===== config.mk =====
export PLATFORM = sky130hd
export DESIGN_NAME = xdma_arb
export DESIGN_NICKNAME = d
export VERILOG_FILES = /design/src/rtl/xdma_arb.sv
export SDC_FILE = /design/constraint.sdc
export NUM_CORES = 1
export LEC_CHECK = 0
export ABC_CLOCK_PERIOD_IN_PS = 3750
export CORE_MARGIN = 2
export CORE_UTILIZATION = 44
export CTS_CLUSTER_DIAMETER = 60
export DETAILED_ROUTE_END_ITERATION = 8
export PLACE_DENSITY = 0.77
export SETUP_SLACK_MARGIN = 0.02
export SYNTH_ARGS = -nofsm -noshare
export SYNTH_HDL_FRONTEND = slang
export SYNTH_SLANG_ARGS = --single-unit

===== constraint.sdc =====
create_clock -name clk -period 3.75 [get_ports clk]
set_input_delay 0.9375 -clock clk [delete_from_list [all_inputs] [get_ports clk]]
set_output_delay 0.9375 -clock clk [all_outputs]
set_load 0.05 [all_outputs]

===== src/rtl/xdma_arb.sv =====
// ---------------------------------------------------------------------------
// xdma_arb: single-channel DMA engine and data-bus arbiter. It sits between
// the picoVersat controller's data bus and the data memory, and copies LEN
// words from SRC to DST. It only uses bus cycles the controller leaves idle,
// because the controller cannot be stalled.
//
// Ports
//   clk, rst                     clock, asynchronous active-high reset
//   cpu_sel/we/addr/wdata/rdata  controller data bus (slave side)
//   mem_sel/we/addr/wdata/rdata  data memory bus (master side; rdata is
//                                combinational, returned in the same cycle)
//   busy                         transfer in progress
//   done                         sticky transfer-complete flag
//
// Register map, relative to DMA_BASE:
//   +0 SRC, +1 DST, +2 LEN   read/write; ignored while busy; zero-extended on read
//   +3 CTRL                  write: bit0 start, bit1 clear done
//                            read:  {.., done, busy}
// ---------------------------------------------------------------------------
module xdma_arb #(
  parameter int                DATA_W   = 32,
  parameter int                ADDR_W   = 13,
  parameter logic [ADDR_W-1:0] DMA_BASE = 13'h1FF0
) (
  input  logic              clk,
  input  logic              rst,
  input  logic              cpu_sel,
  input  logic              cpu_we,
  input  logic [ADDR_W-1:0] cpu_addr,
  input  logic [DATA_W-1:0] cpu_wdata,
  output logic [DATA_W-1:0] cpu_rdata,
  output logic              mem_sel,
  output logic              mem_we,
  output logic [ADDR_W-1:0] mem_addr,
  output logic [DATA_W-1:0] mem_wdata,
  input  logic [DATA_W-1:0] mem_rdata,
  output logic              busy,
  output logic              done
);

  typedef enum logic [1:0] {IDLE, RD, WR} state_t;

  state_t            state_q, state_d;
  logic [ADDR_W-1:0] src_q, src_d;
  logic [ADDR_W-1:0] dst_q, dst_d;
  logic [ADDR_W-1:0] len_q, len_d;
  logic [DATA_W-1:0] buf_q, buf_d;
  logic              done_q, done_d;

  // Offset from the register base. The unsigned subtraction wraps, so a single
  // "< 4" compare decodes the whole window.
  logic [ADDR_W-1:0] reg_off;
  logic [1:0]        reg_idx;
  logic              cpu_dma;
  logic              cpu_own;
  logic              dma_grant;
  logic              reg_we;

  assign reg_off   = cpu_addr - DMA_BASE;
  assign reg_idx   = reg_off[1:0];
  assign cpu_dma   = cpu_sel && (reg_off < ADDR_W'(4));
  assign cpu_own   = cpu_sel && !cpu_dma;
  assign dma_grant = !cpu_own && (state_q != IDLE);
  assign reg_we    = cpu_dma && cpu_we;

  assign busy = (state_q != IDLE);
  assign done = done_q;

  // Next-state logic: register writes and DMA progress never overlap, because
  // pointer writes are gated by busy and a start is only accepted in IDLE.
  always_comb begin
    // NOTE: every variable gets a default first so no path leaves it unassigned (no latch).
    state_d = state_q;
    src_d   = src_q;
    dst_d   = dst_q;
    len_d   = len_q;
    buf_d   = buf_q;
    done_d  = done_q;

    if (reg_we && !busy) begin
      case (reg_idx)
        2'd0:    src_d = cpu_wdata[ADDR_W-1:0];
        2'd1:    dst_d = cpu_wdata[ADDR_W-1:0];
        2'd2:    len_d = cpu_wdata[ADDR_W-1:0];
        default: ;
      endcase
    end

    // Clear is applied before start, so an accepted start decides the final done.
    if (reg_we && reg_idx == 2'd3) begin
      if (cpu_wdata[1]) done_d = 1'b0;
      if (cpu_wdata[0] && state_q == IDLE) begin
        if (len_q != '0) begin
          state_d = RD;
          done_d  = 1'b0;
        end else begin
          done_d = 1'b1;
        end
      end
    end

    if (dma_grant) begin
      case (state_q)
        RD: begin
          buf_d   = mem_rdata;
          src_d   = src_q + ADDR_W'(1);
          state_d = WR;
        end
        WR: begin
          dst_d = dst_q + ADDR_W'(1);
          len_d = len_q - ADDR_W'(1);
          if (len_q == ADDR_W'(1)) begin
            state_d = IDLE;
            done_d  = 1'b1;
          end else begin
            state_d = RD;
          end
        end
        default: ;
      endcase
    end
  end

  // NOTE: sequential state uses non-blocking assignments so every flop samples pre-edge values.
  always_ff @(posedge clk or posedge rst) begin
    if (rst) begin
      state_q <= IDLE;
      src_q   <= '0;
      dst_q   <= '0;
      len_q   <= '0;
      // NOTE: the word buffer is a plain register, not a RAM, so resetting it is cheap and deterministic.
      buf_q   <= '0;
      done_q  <= 1'b0;
    end else begin
      state_q <= state_d;
      src_q   <= src_d;
      dst_q   <= dst_d;
      len_q   <= len_d;
      buf_q   <= buf_d;
      done_q  <= done_d;
    end
  end

  // Bus arbitration: the controller always wins; the DMA gets idle cycles.
  always_comb begin
    mem_sel   = 1'b0;
    mem_we    = 1'b0;
    mem_addr  = '0;
    mem_wdata = '0;
    if (cpu_own) begin
      mem_sel   = 1'b1;
      mem_we    = cpu_we;
      mem_addr  = cpu_addr;
      mem_wdata = cpu_wdata;
    end else if (dma_grant) begin
      mem_sel = 1'b1;
      if (state_q == WR) begin
        mem_we    = 1'b1;
        mem_addr  = dst_q;
        mem_wdata = buf_q;
      end else begin
        mem_addr = src_q;
      end
    end
  end

  // Read mux: register file on a DMA decode, memory data otherwise.
  always_comb begin
    cpu_rdata = mem_rdata;
    if (cpu_dma) begin
      case (reg_idx)
        2'd0:    cpu_rdata = {{(DATA_W-ADDR_W){1'b0}}, src_q};
        2'd1:    cpu_rdata = {{(DATA_W-ADDR_W){1'b0}}, dst_q};
        2'd2:    cpu_rdata = {{(DATA_W-ADDR_W){1'b0}}, len_q};
        default: cpu_rdata = {{(DATA_W-2){1'b0}}, done_q, busy};
      endcase
    end
  end

endmodule


==> flow_summary.yaml <==
outcome:
  status: "complete, but fails checks"
  violations: "design-rule violations, negative setup slack"
floorplan:
  core-area_um2: 12700
  row_count: 41
  dieHeight_um: 118
  dieWidth_um: 118
  start_util_pct: 45.3
  ioPinCount: 162
  die_area_um2: 14000
sta:
  max_freq_mhz: 256
  fin_ws_ns: -0.159
  worst_pin_slew_ns: 1.14
  finalClockSkew_ns: 0.0113
  period_needed_ns: 3.91
  rsz0062_at_grt: "true"
  slew_headroom_pct: 23.6
  slew_viol_final: 0
  hold_violations: 0
  finalSetupViolCount: 79
  fin_setup_tns_ns: -7.58
  post-route-period-util_pct: 104
synthesis:
  synthArstFlopShare_pct: 100
  syn-num-nets: 746
  synth-simple-area-share_pct: 25.5
  ys_seq_area_share_pct: 32.3
  synth_area_um2: 5740
  synth_most_common_cell: "nand2_1"
  synth_mux_area_share_pct: 16.6
  synthDistinctLibCells: 69
  synth_area_per_cell_um2: 8.74
  ys_seq_elements: 74
  synthAdderAreaFrac_pct: 1.74
  yosys_warnings: 0
  synth_edf_count: 0
  ys.flop_type: "dfrtp_1"
  synth_compound_area_share_pct: 16.8
  yosys.area_share.xor_xnor_pct: 1.37
  synth_top_family_by_area: "simple AND/OR/NAND/NOR gates"
  synthTopCellsByArea: "dfrtp_1 32%, nand2_1 8.0%, mux2_4 7.6%, nand3_1 5.0%, mux2i_1 4.7%"
  netlist_instances: 657
  synth_top_area_share_pct: 32.3
  synthTopCellsByCount: "123 x nand2_1, 74 x dfrtp_1, 57 x nand3_1, 30 x nor2_1, 29 x mux2_4"
  netlist.top_cell.by_area: "dfrtp_1"
clocking:
  clk_latency_ns: 0.35
  root_buffer: "clkbuf_16"
  cts_sinks: 74
  cts.path.max_buffers: 2
  numCtsBuffers: 9
  htree_num_levels: 3
  cts_tree: "built"
  postCtsHoldBufs: 0
  clkTransAtPathRegs_ns: 0.06
placed_design:
  dp_cells: 993
  place.gp.congestion: 0.951
  place_hpwl_um: 16800
  portBuffers: 161
global_route:
  grt_max_degree: 49
  grt-ovfl-total: 0
  grt_util_all_layers_pct: 38.1
  grt_pass1_vias: 7021
  grt_pass1_wl_um: 41300
  antenna_found_initial: 0
setup_path:
  worst_setup_path_start_kind: "primary input"
  r2r_end: "dst_q[0]$_DFF_PP0_"
  cp_max_fo: 6
  worst_setup_path_end_kind: "output port"
  crit_type: "in2out"
  regToRegSetupSlack_ns: 0.75
  r2r_cells: 8
  cp.arrival_ns: 2.97
  r2r-start: "state_q[0]$_DFF_PP0_"
  worstPathRequired_ns: 2.81
finish:
  nNetsFinal: 959
  multi_input_area_um2: 4720
  fin_cells: 1047
  syn2layout_area_growth_pct: 82.9
  nFillCells: 630
  drive_above_1_share_pct: 46.1
  num_antenna_cells: 0
  seq_area_um2: 1850
pwr:
  power.density_nw_per_um2: 533
  power_frac_clock_pct: 20.0
  p_int_uw: 3110
  p_sw_uw: 2490
  ir_worst_vdd_mv: 0.414
  power.leakage_uw: 0.00440
  swShare_pct: 44.4
  pwr-share-seq_pct: 31.6
  combPwrFrac_pct: 48.4
detailed_routing:
  antenna_left: 0
  drtPass1Iterations: 9
  drcViolationCount: 1
  wl_per_cell_um: 29.0
  vias_per_cell: 6.84
  routed_wl_um: 30300
  detailedRoute.firstIterationViolations: 1322
  via_count: 7158
flow_run:
  maxCapViolations: 0
min_path:
  min-delay-start: "buf_q[0]$_DFFE_PP0P_"
  min_delay_path_depth: 1
  timing.hold.worst.class: "reg2reg"
  hold_path_end: "buf_q[0]$_DFFE_PP0P_"
-- cells in the final DEF (no fill, tap or decap), types with 14 or more instances in the layout --
master | netlist | final
nor2_1 | 30 | 29
nor3_1 | 16 | 16
buf_8 | 0 | 17
clkbuf_16 | 0 | 17
nand2_2 | 1 | 19
a221o_1 | 17 | 17
buf_6 | 6 | 31
nand3_4 | 0 | 27
mux2i_1 | 27 | 27
inv_1 | 16 | 14
buf_12 | 0 | 62
o21ai_0 | 28 | 27
nand2_1 | 123 | 58
dfrtp_1 | 74 | 74
and2_4 | 0 | 19
buf_4 | 1 | 49
mux2_4 | 29 | 42
clkdlybuf4s50_1 | 0 | 71
nand2_4 | 0 | 46
nand3_1 | 57 | 26
-- worst max-delay path, cell delays in order --
cell and delay [ns]:
buf_8 0.10, buf_6 0.11, and4_4 0.21, a21o_4 0.22
buf_6 0.12, a211oi_4 0.29, a21boi_4 0.09, buf_8 0.14
buf_12 0.14, buf_12 0.13, o31ai_4 0.27, buf_12 0.18
-- metal layers --
metal,track usage (%),routed length (um),vias to the layer above
met3,9.75,3530,251
met2,62.1,14100,660
met4,19.7,2520,0
met5,0,0,-
met1,46.2,10200,3408
li1,-,-,2839
-- worst max-delay path by stage --
stage	start	slack, ns	to	depth (start not counted)
final	cpu_addr[4]	-0.16	mem_addr[5]	12
after global routing	cpu_addr[4]	-0.21	mem_addr[5]	12
after CTS	cpu_addr[5]	-0.13	mem_wdata[13]	12
after detailed placement	cpu_addr[5]	-0.54	mem_wdata[17]	10
after global placement	cpu_addr[4]	-0.48	mem_wdata[10]	10
after floorplan	cpu_addr[4]	0.03	mem_addr[10]	9
-- flip-flops by register name (all words and copies together), names as in the netlist --
| signal | flops |
|---|---|
| dst_q | 13 |
| state_q | 2 |
| src_q | 13 |
| buf_q | 32 |
| done | 1 |
| len_q | 13 |
-- metrics by stage --
step                      total power [uW]  worst slack (ns)  area (um^2)  util (%)  hold slack [ns]
after global placement                3860            -0.479         8660      68.4            0.488
after global routing                  5730            -0.205        10500      82.9            0.543
final                                 5600            -0.159        10500      82.9            0.521
after CTS                             5240            -0.129         9950      78.5            0.507
after detailed placement              3940            -0.541         8660      68.4            0.492
after floorplan                       3040            0.0263         6240         -            0.479
-- power by group through the flow --
stage / Sequential [uW] / Combinational (uW) / Clock (uW)
after floorplan: 1410 / 1630 / 0
after global placement: 1570 / 2290 / 0
after detailed placement: 1590 / 2350 / 0
after CTS: 1640 / 2510 / 1090
after global routing: 1780 / 2800 / 1140
final: 1770 / 2710 / 1120
-- cell families after synthesis --
logic type / Yosys count
xor gates and xnor gates: 9
AOI/OAI and AO/OA: 124
and+or+nand+nor: 302
muxes: 76
DFF: 74
buffers and inverters: 64
adders and majority gates: 8
-- layout make-up --
type	count	share of cell area, %
multi-input combinational	519	45.0
timing repair buffer	250	31.3
sequential	74	17.6
clock buffer	11	2.31
tap	172	2.05
clock inverter	5	1.19
inverter	16	0.572
-- what timing repair did --
action / CTS / global route
resized for setup: 169 / 87
pin swaps: 25 / 54
setup endpoints to repair: 79 / 79
buffers inserted: 19 / 6
cloned: 7 / 9
Power figures use the tool's default switching activity.
